`config.mk`:
```
export PLATFORM = sky130hd
export DESIGN_NAME = hazard_ctrl
export DESIGN_NICKNAME = d
export VERILOG_FILES = /design/src/rtl/hazard_pkg.sv /design/src/rtl/hazard_fwd_sel.sv /design/src/rtl/hazard_ctrl.sv
export SDC_FILE = /design/constraint.sdc
export NUM_CORES = 1
export LEC_CHECK = 0
export CAP_MARGIN = 20
export CORE_MARGIN = 1
export CORE_UTILIZATION = 40
export CTS_BUF_LIST = sky130_fd_sc_hd__clkbuf_8
export CTS_CLUSTER_DIAMETER = 60
export DETAILED_ROUTE_END_ITERATION = 6
export MAX_ROUTING_LAYER = met4
export PLACE_DENSITY = 0.67
export SLEW_MARGIN = 15
export SYNTH_ARGS = -nofsm -noshare
export SYNTH_HDL_FRONTEND = slang
export SYNTH_HIERARCHICAL = 1
export SYNTH_SLANG_ARGS = --single-unit
```
`constraint.sdc`:
```
create_clock -name clk -period 1.95 [get_ports clk]
set_input_delay 0.39 -clock clk [delete_from_list [all_inputs] [get_ports clk]]
set_output_delay 0.39 -clock clk [all_outputs]
set_load 0.02 [all_outputs]
```
`src/rtl/hazard_pkg.sv`:
```
// Shared constants and types for the RV32I hazard/forwarding controller.
package hazard_pkg;

    localparam logic [1:0] FWD_RF  = 2'b00;
    localparam logic [1:0] FWD_WB  = 2'b01;
    localparam logic [1:0] FWD_MEM = 2'b10;

    localparam logic [1:0] RESULTSRC_LOAD = 2'b01;

    typedef enum logic {
        RUN,
        MEM_WAIT
    } hz_state_t;

endpackage

```
`src/rtl/hazard_fwd_sel.sv`:
```
// Operand forward select for one execute-stage source register.
module hazard_fwd_sel
    import hazard_pkg::*;
#(
    parameter int REG_ADDR_W = 5
) (
    input  logic [REG_ADDR_W-1:0] RsE,
    input  logic [REG_ADDR_W-1:0] RdM,
    input  logic                  RegWriteM,
    input  logic [REG_ADDR_W-1:0] RdW,
    input  logic                  RegWriteW,
    output logic [1:0]            Forward
);

    logic matchM;
    logic matchW;

    assign matchM = RegWriteM && (RdM != '0) && (RdM == RsE);
    assign matchW = RegWriteW && (RdW != '0) && (RdW == RsE);

    // The memory stage holds the younger result, so it wins over writeback.
    always_comb begin
        Forward = FWD_RF;
        if (matchM) begin
            Forward = FWD_MEM;
        end else if (matchW) begin
            Forward = FWD_WB;
        end
    end

endmodule

```
`src/rtl/hazard_ctrl.sv`:
```
// Hazard and forwarding controller: shadow E/M/W pipeline, stall/flush
// generation, data-memory wait watchdog and saturating performance counters.
module hazard_ctrl
    import hazard_pkg::*;
#(
    parameter int REG_ADDR_W = 5,
    parameter int MAX_WAIT   = 255,
    parameter int CNT_W      = 32
) (
    input  logic                  clk,
    input  logic                  rst_n,
    input  logic [REG_ADDR_W-1:0] Rs1D,
    input  logic [REG_ADDR_W-1:0] Rs2D,
    input  logic [REG_ADDR_W-1:0] RdD,
    input  logic                  RegWriteD,
    input  logic [1:0]            ResultSrcD,
    input  logic                  PCSrcE,
    input  logic                  mem_req_m,
    input  logic                  mem_ready_m,
    output logic [1:0]            ForwardAE,
    output logic [1:0]            ForwardBE,
    output logic                  StallF,
    output logic                  StallD,
    output logic                  StallE,
    output logic                  StallM,
    output logic                  StallW,
    output logic                  FlushD,
    output logic                  FlushE,
    output logic                  mem_timeout,
    output logic [CNT_W-1:0]      stall_count,
    output logic [CNT_W-1:0]      flush_count
);

    localparam int WAIT_W = (MAX_WAIT > 1) ? $clog2(MAX_WAIT + 1) : 1;
    localparam logic [WAIT_W-1:0] WAIT_MAX = WAIT_W'(MAX_WAIT);

    logic [REG_ADDR_W-1:0] Rs1E;
    logic [REG_ADDR_W-1:0] Rs2E;
    logic [REG_ADDR_W-1:0] RdE;
    logic                  RegWriteE;
    logic                  IsLoadE;
    logic [REG_ADDR_W-1:0] RdM;
    logic                  RegWriteM;
    logic [REG_ADDR_W-1:0] RdW;
    logic                  RegWriteW;

    hz_state_t             state;
    logic [WAIT_W-1:0]     waitCnt;
    logic [WAIT_W-1:0]     nextCnt;

    logic isLoadD;
    logic freeze;
    logic lwStall;

    assign isLoadD = (ResultSrcD == RESULTSRC_LOAD);
    assign freeze  = mem_req_m & ~mem_ready_m;
    assign lwStall = IsLoadE & RegWriteE & (RdE != '0) &
                     ((RdE == Rs1D) | (RdE == Rs2D));

    hazard_fwd_sel #(.REG_ADDR_W(REG_ADDR_W)) u_fwd_a (
        .RsE       (Rs1E),
        .RdM       (RdM),
        .RegWriteM (RegWriteM),
        .RdW       (RdW),
        .RegWriteW (RegWriteW),
        .Forward   (ForwardAE)
    );

    hazard_fwd_sel #(.REG_ADDR_W(REG_ADDR_W)) u_fwd_b (
        .RsE       (Rs2E),
        .RdM       (RdM),
        .RegWriteM (RegWriteM),
        .RdW       (RdW),
        .RegWriteW (RegWriteW),
        .Forward   (ForwardBE)
    );

    // A freeze masks load-use and branch effects; they reappear on the first
    // unfrozen cycle because E is still held then. A D flush beats a D stall.
    always_comb begin
        StallF = 1'b0;
        StallD = 1'b0;
        StallE = 1'b0;
        StallM = 1'b0;
        StallW = 1'b0;
        FlushD = 1'b0;
        FlushE = 1'b0;
        if (freeze) begin
            StallF = 1'b1;
            StallD = 1'b1;
            StallE = 1'b1;
            StallM = 1'b1;
            StallW = 1'b1;
        end else begin
            StallF = lwStall;
            StallD = lwStall & ~PCSrcE;
            FlushD = PCSrcE;
            FlushE = lwStall | PCSrcE;
        end
    end

    always_ff @(posedge clk or negedge rst_n) begin
        if (!rst_n) begin
            Rs1E      <= '0;
            Rs2E      <= '0;
            RdE       <= '0;
            RegWriteE <= 1'b0;
            IsLoadE   <= 1'b0;
            RdM       <= '0;
            RegWriteM <= 1'b0;
            RdW       <= '0;
            RegWriteW <= 1'b0;
        end else if (!freeze) begin
            if (FlushE) begin
                Rs1E      <= '0;
                Rs2E      <= '0;
                RdE       <= '0;
                RegWriteE <= 1'b0;
                IsLoadE   <= 1'b0;
            end else begin
                Rs1E      <= Rs1D;
                Rs2E      <= Rs2D;
                RdE       <= RdD;
                RegWriteE <= RegWriteD;
                IsLoadE   <= isLoadD;
            end
            RdM       <= RdE;
            RegWriteM <= RegWriteE;
            RdW       <= RdM;
            RegWriteW <= RegWriteM;
        end
    end

    assign nextCnt = (waitCnt == WAIT_MAX) ? waitCnt : waitCnt + WAIT_W'(1);

    always_ff @(posedge clk or negedge rst_n) begin
        if (!rst_n) begin
            state       <= RUN;
            waitCnt     <= '0;
            mem_timeout <= 1'b0;
        end else begin
            case (state)
                RUN: begin
                    if (freeze) begin
                        state   <= MEM_WAIT;
                        waitCnt <= '0;
                    end
                end
                MEM_WAIT: begin
                    if (!freeze) begin
                        state <= RUN;
                    end else begin
                        waitCnt <= nextCnt;
                        if (nextCnt == WAIT_MAX) begin
                            mem_timeout <= 1'b1;
                        end
                    end
                end
                default: begin
                    state <= RUN;
                end
            endcase
        end
    end

    always_ff @(posedge clk or negedge rst_n) begin
        if (!rst_n) begin
            stall_count <= '0;
            flush_count <= '0;
        end else begin
            if ((lwStall | freeze) && (stall_count != '1)) begin
                stall_count <= stall_count + CNT_W'(1);
            end
            if (!freeze && PCSrcE && (flush_count != '1)) begin
                flush_count <= flush_count + CNT_W'(1);
            end
        end
    end

endmodule

```
Word-level counts from Yosys, hierarchy flattened

Index checks and enable logic that the tools add are counted.

Add/subtract/negate cells: 3
Equality and inequality tests: 13
Multiplexer cells: 18
Bitwise gates (word level): 11
Reduce and logical (&&, ||, !) cells: 15

Operators by type and width:

| operator                                                        | number |
|---|---|
| 32-bit by 1-bit adder with 32-bit output, second input constant | 2 |
| 32-bit != test, second input constant                           | 2 |
| 5-bit == test                                                   | 6 |
| 8-bit 2-to-1 mux                                                | 3 |
| 8-bit == test, second input constant                            | 2 |
| 8-bit one-hot mux with 2 select lines                           | 1 |
| 5-bit 2-to-1 mux                                                | 3 |
| 5-bit nonzero test                                              | 3 |
| 1-bit logical AND                                               | 9 |
| 1-bit 2-to-1 mux                                                | 9 |
| 8-bit by 1-bit adder with 8-bit output, second input constant   | 1 |
| 1-bit AND                                                       | 5 |
| 2-bit 2-to-1 mux                                                | 2 |
| 1-bit NOT                                                       | 3 |
| 1-bit bitwise OR                                                | 3 |
| 3-bit AND reduction                                             | 1 |
| 2-bit by 1-bit == test with 1-bit output, second input constant | 1 |
| 2-bit by 1-bit != test with 1-bit output, second input constant | 1 |
| 2-bit != test, second input constant                            | 1 |
| 2-bit AND reduction                                             | 1 |
| 1-bit logical NOT                                               | 1 |

Register bits after elaboration: 103
Input bits: 23
Output and inout bits: 76
Word-level logic and storage cells: 74

Logic depth before layout (Yosys ltp)

Depth in word-level cells: 6
Mapped depth: 8
Depth with buffers taken out: 7

By module

The synthesis kept the hierarchy.

Modules (own cells, without submodules):

| module         | times used | cells each | area each (um2) | seq. area each (um2) |
|---|---|---|---|---|
| hazard_ctrl    | 1          | 460        | 4,845.9         | 2,577.5 |
| hazard_fwd_sel | 2          | 21         | 158.9           | 0.0 |

Worst setup path after synthesis

OpenSTA, ideal clock, no wires.

Path type: input-to-output
Start: in mem_ready_m
End: out StallM
Arrival time: 1,785 ps
Required time: 1,560 ps
Setup slack: -225 ps
Stages: 6
Path buffers: 4
Cell sequence: nand2b_1 -> buf_2 -> inv_1 -> clkbuf_1 -> clkbuf_1 -> buf_4

Longest elaborated chain between the ends: 3

RTL lines:

| element            | RTL line          | RTL |
|---|---|---|
| start: declaration | hazard_ctrl.sv:19 | `input logic mem_ready_m,` |
| 1-bit NOT          | hazard_ctrl.sv:56 | `assign freeze = mem_req_m & ~mem_ready_m;` |
| 1-bit AND          | hazard_ctrl.sv:56 |  |
| 1-bit 2-to-1 mux   | --                |  |
| end: declaration   | hazard_ctrl.sv:25 | `output logic StallM,` |

No other way between the ends.

Worst setup path after layout

Start: in Rs1D[0]
End: out FlushE

Longest elaborated chain between the ends: 5

RTL lines:

| element            | RTL line          | RTL |
|---|---|---|
| start: declaration | hazard_ctrl.sv:12 | `input logic [REG_ADDR_W-1:0] Rs1D,` |
| 5-bit == test      | hazard_ctrl.sv:58 | `((RdE == Rs1D) \| (RdE == Rs2D));` |
| 1-bit bitwise OR   | hazard_ctrl.sv:58 |  |
| 1-bit AND          | hazard_ctrl.sv:57 | `assign lwStall = IsLoadE & RegWriteE & (RdE != '0) &` |
| 1-bit bitwise OR   | hazard_ctrl.sv:98 | `FlushE = lwStall \| PCSrcE;` |
| 1-bit 2-to-1 mux   | hazard_ctrl.sv:88 | `if (freeze) begin` |
| end: declaration   | hazard_ctrl.sv:28 | `output logic FlushE,` |

No other way between the ends.

==> impl_metrics.prom <==
# TYPE chip_impl_metric gauge
chip_impl_info{name="cts_tree",value="built"} 1
chip_impl_metric{name="grt.met1_usage",unit="%"} 28.79
chip_impl_metric{name="synth_compound_gate_area_share",unit="%"} 8.287
chip_impl_metric{name="grt_start_max_net_pins",unit=""} 50
chip_impl_metric{name="drt-vias-per-instance",unit=""} 5.084
chip_impl_metric{name="initial_utilization",unit="%"} 40.92
chip_impl_info{name="post-synth-top-area-cell",value="sky130_fd_sc_hd__dfrtp_1"} 1
chip_impl_metric{name="grt_pass1_wl",unit="mm"} 23.15
chip_impl_metric{name="finalMaxSlewViolations",unit=""} 0
chip_impl_metric{name="first_iter_violations",unit=""} 218
chip_impl_metric{name="largest_fanout_on_the_critical_path",unit=""} 3
chip_impl_metric{name="grt-ovfl-total",unit=""} 0
chip_impl_metric{name="area.growth.synth_to_final",unit="%"} 53.79
chip_impl_metric{name="detail-route-antenna-nets",unit=""} 0
chip_impl_metric{name="insertedDiodeCount",unit=""} 0
chip_impl_metric{name="avgRoutedWirePerCell",unit="um"} 15.87
chip_impl_metric{name="global_route.usage.total",unit="%"} 23.05
chip_impl_metric{name="grt.met2_usage",unit="%"} 37.37
chip_impl_metric{name="cap_viol_max_count",unit=""} 0
chip_impl_metric{name="post-route-period-util",unit="%"} 121.6
chip_impl_metric{name="timing_worst_slew_pin_value",unit="ns"} 0.7589
chip_impl_info{name="clk_root_buffer_cell",value="sky130_fd_sc_hd__clkbuf_8"} 1
chip_impl_info{name="status",value="finished with violations"} 1
chip_impl_metric{name="boundaryPins",unit=""} 99
chip_impl_metric{name="htree_levels",unit=""} 3
chip_impl_metric{name="vdd_ir_drop_max",unit="V"} 0.0009469
chip_impl_info{name="crit_chain",value="clkdlybuf4s50_1 > xor2_1 > nor3_2 > a22oi_2 > nor2_2 > nor2_1 > nor2_1 > buf_4"} 1
chip_impl_metric{name="rows",unit=""} 41
chip_impl_info{name="grt-busiest-layer",value="met2"} 1
chip_impl_metric{name="synth-seq-cells",unit=""} 103
chip_impl_metric{name="die_h",unit="um"} 115.6
chip_impl_metric{name="worst_ep_arrival",unit="ns"} 1.98
chip_impl_metric{name="floorplan.core_area",unit="um2"} 12620
chip_impl_info{name="layout_commonest_cell",value="sky130_fd_sc_hd__buf_4"} 1
chip_impl_metric{name="skew",unit="ns"} 0.005995
chip_impl_metric{name="synth_edf_count",unit=""} 0
chip_impl_metric{name="place_congestion",unit=""} 0.8910
chip_impl_info{name="worstSetupPathType",value="input pin to primary output"} 1
chip_impl_metric{name="ys_types",unit=""} 51
chip_impl_info{name="grt_setup_unrepaired",value="true"} 1
chip_impl_metric{name="grtUsageMet3",unit="%"} 4.655
chip_impl_metric{name="drt-total-wl",unit="mm"} 14.57
chip_impl_metric{name="design.die.area",unit="um2"} 13370
chip_impl_info{name="cp-start-kind",value="input pin"} 1
chip_impl_metric{name="power_leakage",unit="uW"} 0.003746
chip_impl_metric{name="syn-instance-count",unit=""} 502
chip_impl_metric{name="yosys.area_share.adder",unit="%"} 0.7269
chip_impl_metric{name="grt_antenna_before_repair",unit=""} 0
chip_impl_info{name="final_cell_mix",value="sky130_fd_sc_hd__buf_4, sky130_fd_sc_hd__dfrtp_1, sky130_fd_sc_hd__clkdlybuf4s50_1"} 1
chip_impl_metric{name="grt_pass1_vias",unit=""} 4700
chip_impl_metric{name="design_power_total",unit="uW"} 5298
chip_impl_metric{name="layout-drive-gt1-share",unit="%"} 32.98
chip_impl_metric{name="drt_pre_antenna_iters",unit=""} 6
chip_impl_info{name="critPathSlowestCell",value="sky130_fd_sc_hd__clkdlybuf4s50_1"} 1
chip_impl_metric{name="post_synth_instance_area",unit="um2"} 5164
chip_impl_metric{name="tritoncts_num_sinks",unit=""} 103
chip_impl_metric{name="clk-insertion-delay-late",unit="ns"} 0.38
chip_impl_metric{name="port_buffers",unit=""} 98
chip_impl_metric{name="drc_errors",unit=""} 2
chip_impl_metric{name="cts-root-to-sink-buffers",unit=""} 2
chip_impl_metric{name="fmax",unit="MHz"} 421.9
chip_impl_metric{name="synthesis.yosys.warnings",unit=""} 6
chip_impl_metric{name="cts.reportedPaths.clkPinSlew",unit="ns"} 0.09
chip_impl_metric{name="max-slew-margin-rel",unit="%"} 49.40
chip_impl_metric{name="filler_cell_count",unit=""} 1053
chip_impl_metric{name="synth.yosys.seq_area_share",unit="%"} 49.92
chip_impl_metric{name="syn-num-nets",unit=""} 528
chip_impl_info{name="cpMostUsedCell",value="sky130_fd_sc_hd__nor2_1"} 1
chip_impl_info{name="synthTopCellsByArea",value="sky130_fd_sc_hd__dfrtp_1, sky130_fd_sc_hd__xnor2_1, sky130_fd_sc_hd__xor2_1"} 1
chip_impl_metric{name="worst_slack",unit="ns"} -0.4204
chip_impl_metric{name="timing.critical_path.required",unit="ns"} 1.56
chip_impl_metric{name="power.density_cell_area",unit="nW/um2"} 667.2
chip_impl_metric{name="cts_made_buffers",unit=""} 9
chip_impl_info{name="synthFlopType",value="sky130_fd_sc_hd__dfrtp_1"} 1
chip_impl_metric{name="synth_async_sr_flop_share",unit="%"} 100.0
chip_impl_metric{name="place_hpwl",unit="mm"} 10.28
chip_impl_metric{name="postSynthAreaPerCell",unit="um2"} 10.29
chip_impl_info{name="failed_checks",value="design-rule violations, negative setup slack"} 1
chip_impl_metric{name="die_width",unit="um"} 115.6
chip_impl_metric{name="basic_gate_share_of_the_synthesized_area_counting_and_or_nand_and_nor_cells",unit="%"} 23.19
chip_impl_info{name="min-delay-path-class",value="input pin to async pin"} 1
chip_impl_metric{name="setup_viol_count_final",unit=""} 53
chip_impl_metric{name="timing.reg2reg.setup_slack",unit="ns"} -0.38
chip_impl_metric{name="post_dp_area",unit="um2"} 7338
chip_impl_metric{name="multiplexer_area_fraction_after_synthesis",unit="%"} 0.8238
chip_impl_metric{name="layout.cell_area.non_filler",unit="um2"} 7941
chip_impl_metric{name="routed-via-count",unit=""} 4667
chip_impl_metric{name="final_net_count",unit=""} 767
chip_impl_info{name="dominant_combinational_cell_family_by_area_after_synthesis",value="simple AND/OR/NAND/NOR gates"} 1
chip_impl_info{name="end_kind",value="primary output"} 1
chip_impl_metric{name="hold_violations",unit=""} 0
chip_impl_metric{name="critical-path-max-stage-delay",unit="ns"} 0.47
chip_impl_metric{name="synth_largest_type_area_fraction",unit="%"} 49.92
chip_impl_metric{name="final.min_clock_period",unit="ns"} 2.370
chip_impl_metric{name="synth_area_in_xor_xnor",unit="%"} 14.93
[what timing repair did]
action / 4_1_cts / 5_1_grt
gates cloned: 1 / 2
endpoints found under the setup margin: 69 / 78
hold buffers: 1 / 0
buffers inserted: 9 / 3
pin swaps: 23 / 30
gates resized for setup: 71 / 45
endpoints found under the hold margin: 11 / 0
[worst paths after layout]
path                             startpoint         endpoint  depth (start not counted)
worst max-delay path                Rs1D[0]           FlushE                          8
worst min-delay path                  rst_n           RdE[4]                          2
worst max register to register       RdE[3]  stall_count[16]                          8
worst min register to register  mem_timeout      mem_timeout                          1
max in group asynchronous             rst_n   stall_count[1]                          3
min in group clk                mem_timeout      mem_timeout                          1
[Yosys cell counts (10+ instances only)]
| cell | number |
|---|---|
| sky130_fd_sc_hd__a21oi_1 | 10 |
| sky130_fd_sc_hd__a22o_1 | 19 |
| sky130_fd_sc_hd__and3_1 | 16 |
| sky130_fd_sc_hd__and4_1 | 16 |
| sky130_fd_sc_hd__dfrtp_1 | 103 |
| sky130_fd_sc_hd__nand2_1 | 75 |
| sky130_fd_sc_hd__nand3_1 | 34 |
| sky130_fd_sc_hd__nand4_1 | 15 |
| sky130_fd_sc_hd__nor2_1 | 27 |
| sky130_fd_sc_hd__nor3_1 | 13 |
| sky130_fd_sc_hd__xnor2_1 | 51 |
| sky130_fd_sc_hd__xor2_1 | 37 |
[layout make-up]
type / instances / area [um2] / area share [%]
clock buffer: 11 / 151.4 / 1.906
tap: 172 / 215.2 / 2.710
sequential: 103 / 2603 / 32.77
inverter: 6 / 22.52 / 0.2836
clock inverter: 5 / 27.53 / 0.3466
multi-input combinational: 378 / 2763 / 34.79
timing repair buffer: 243 / 2160 / 27.19
[layer usage]
metal,vias to the layer above,wire length [um]
met5,-,0
met4,0,280
met3,20,472
met2,94,7486
met1,2298,6330
li1,2255,-
[registers in the layout, indices dropped and copies added, names as in the netlist, 5 cells and up]
signal       flops
Rs1E             5
waitCnt          8
RdE              5
flush_count     32
RdW              5
stall_count     32
Rs2E             5
RdM              5
[metrics by stage]
step                      cells  TNS (ns)  util (%)  setup slack (ns)  hold WS [ns]
final                       918    -12.83     62.93           -0.4204        0.4095
after detailed placement    886    -44.69     58.15           -0.8962        0.2631
after global placement      886    -41.16     58.15           -0.8004        0.2605
after floorplan             502  -0.03838         -          -0.01240       0.09441
after CTS                   913    -9.058     61.05           -0.4296        0.4002
after global routing        918    -18.01     62.93           -0.5358        0.4111
[where the power goes]
group,total [uW],internal [uW],leakage (uW),switching (uW)
Combinational,1530,806,0.00230,728
Clock,1260,524,0.0000993,736
Sequential,2500,2320,0.00134,183
[worst max-delay path: cells and delay by family]
family,cells,cell delay (ns)
AND/OR/NAND/NOR,4,0.59
XOR/XNOR,1,0.18
AO/OA/AOI/OAI,1,0.19
buffers and inverters,2,0.62
[cells by family (layout without fill, tap and decap cells)]
group                      Yosys count  after routing
DFF                                103            103
adders and majority gates            3              3
and+or+nand+nor                    228            230
xor gates and xnor gates            88             88
muxes                                4              4
buffers and inverters               23            265
AOI/OAI and AO/OA                   53             53
(Power assumes the default switching activity.)
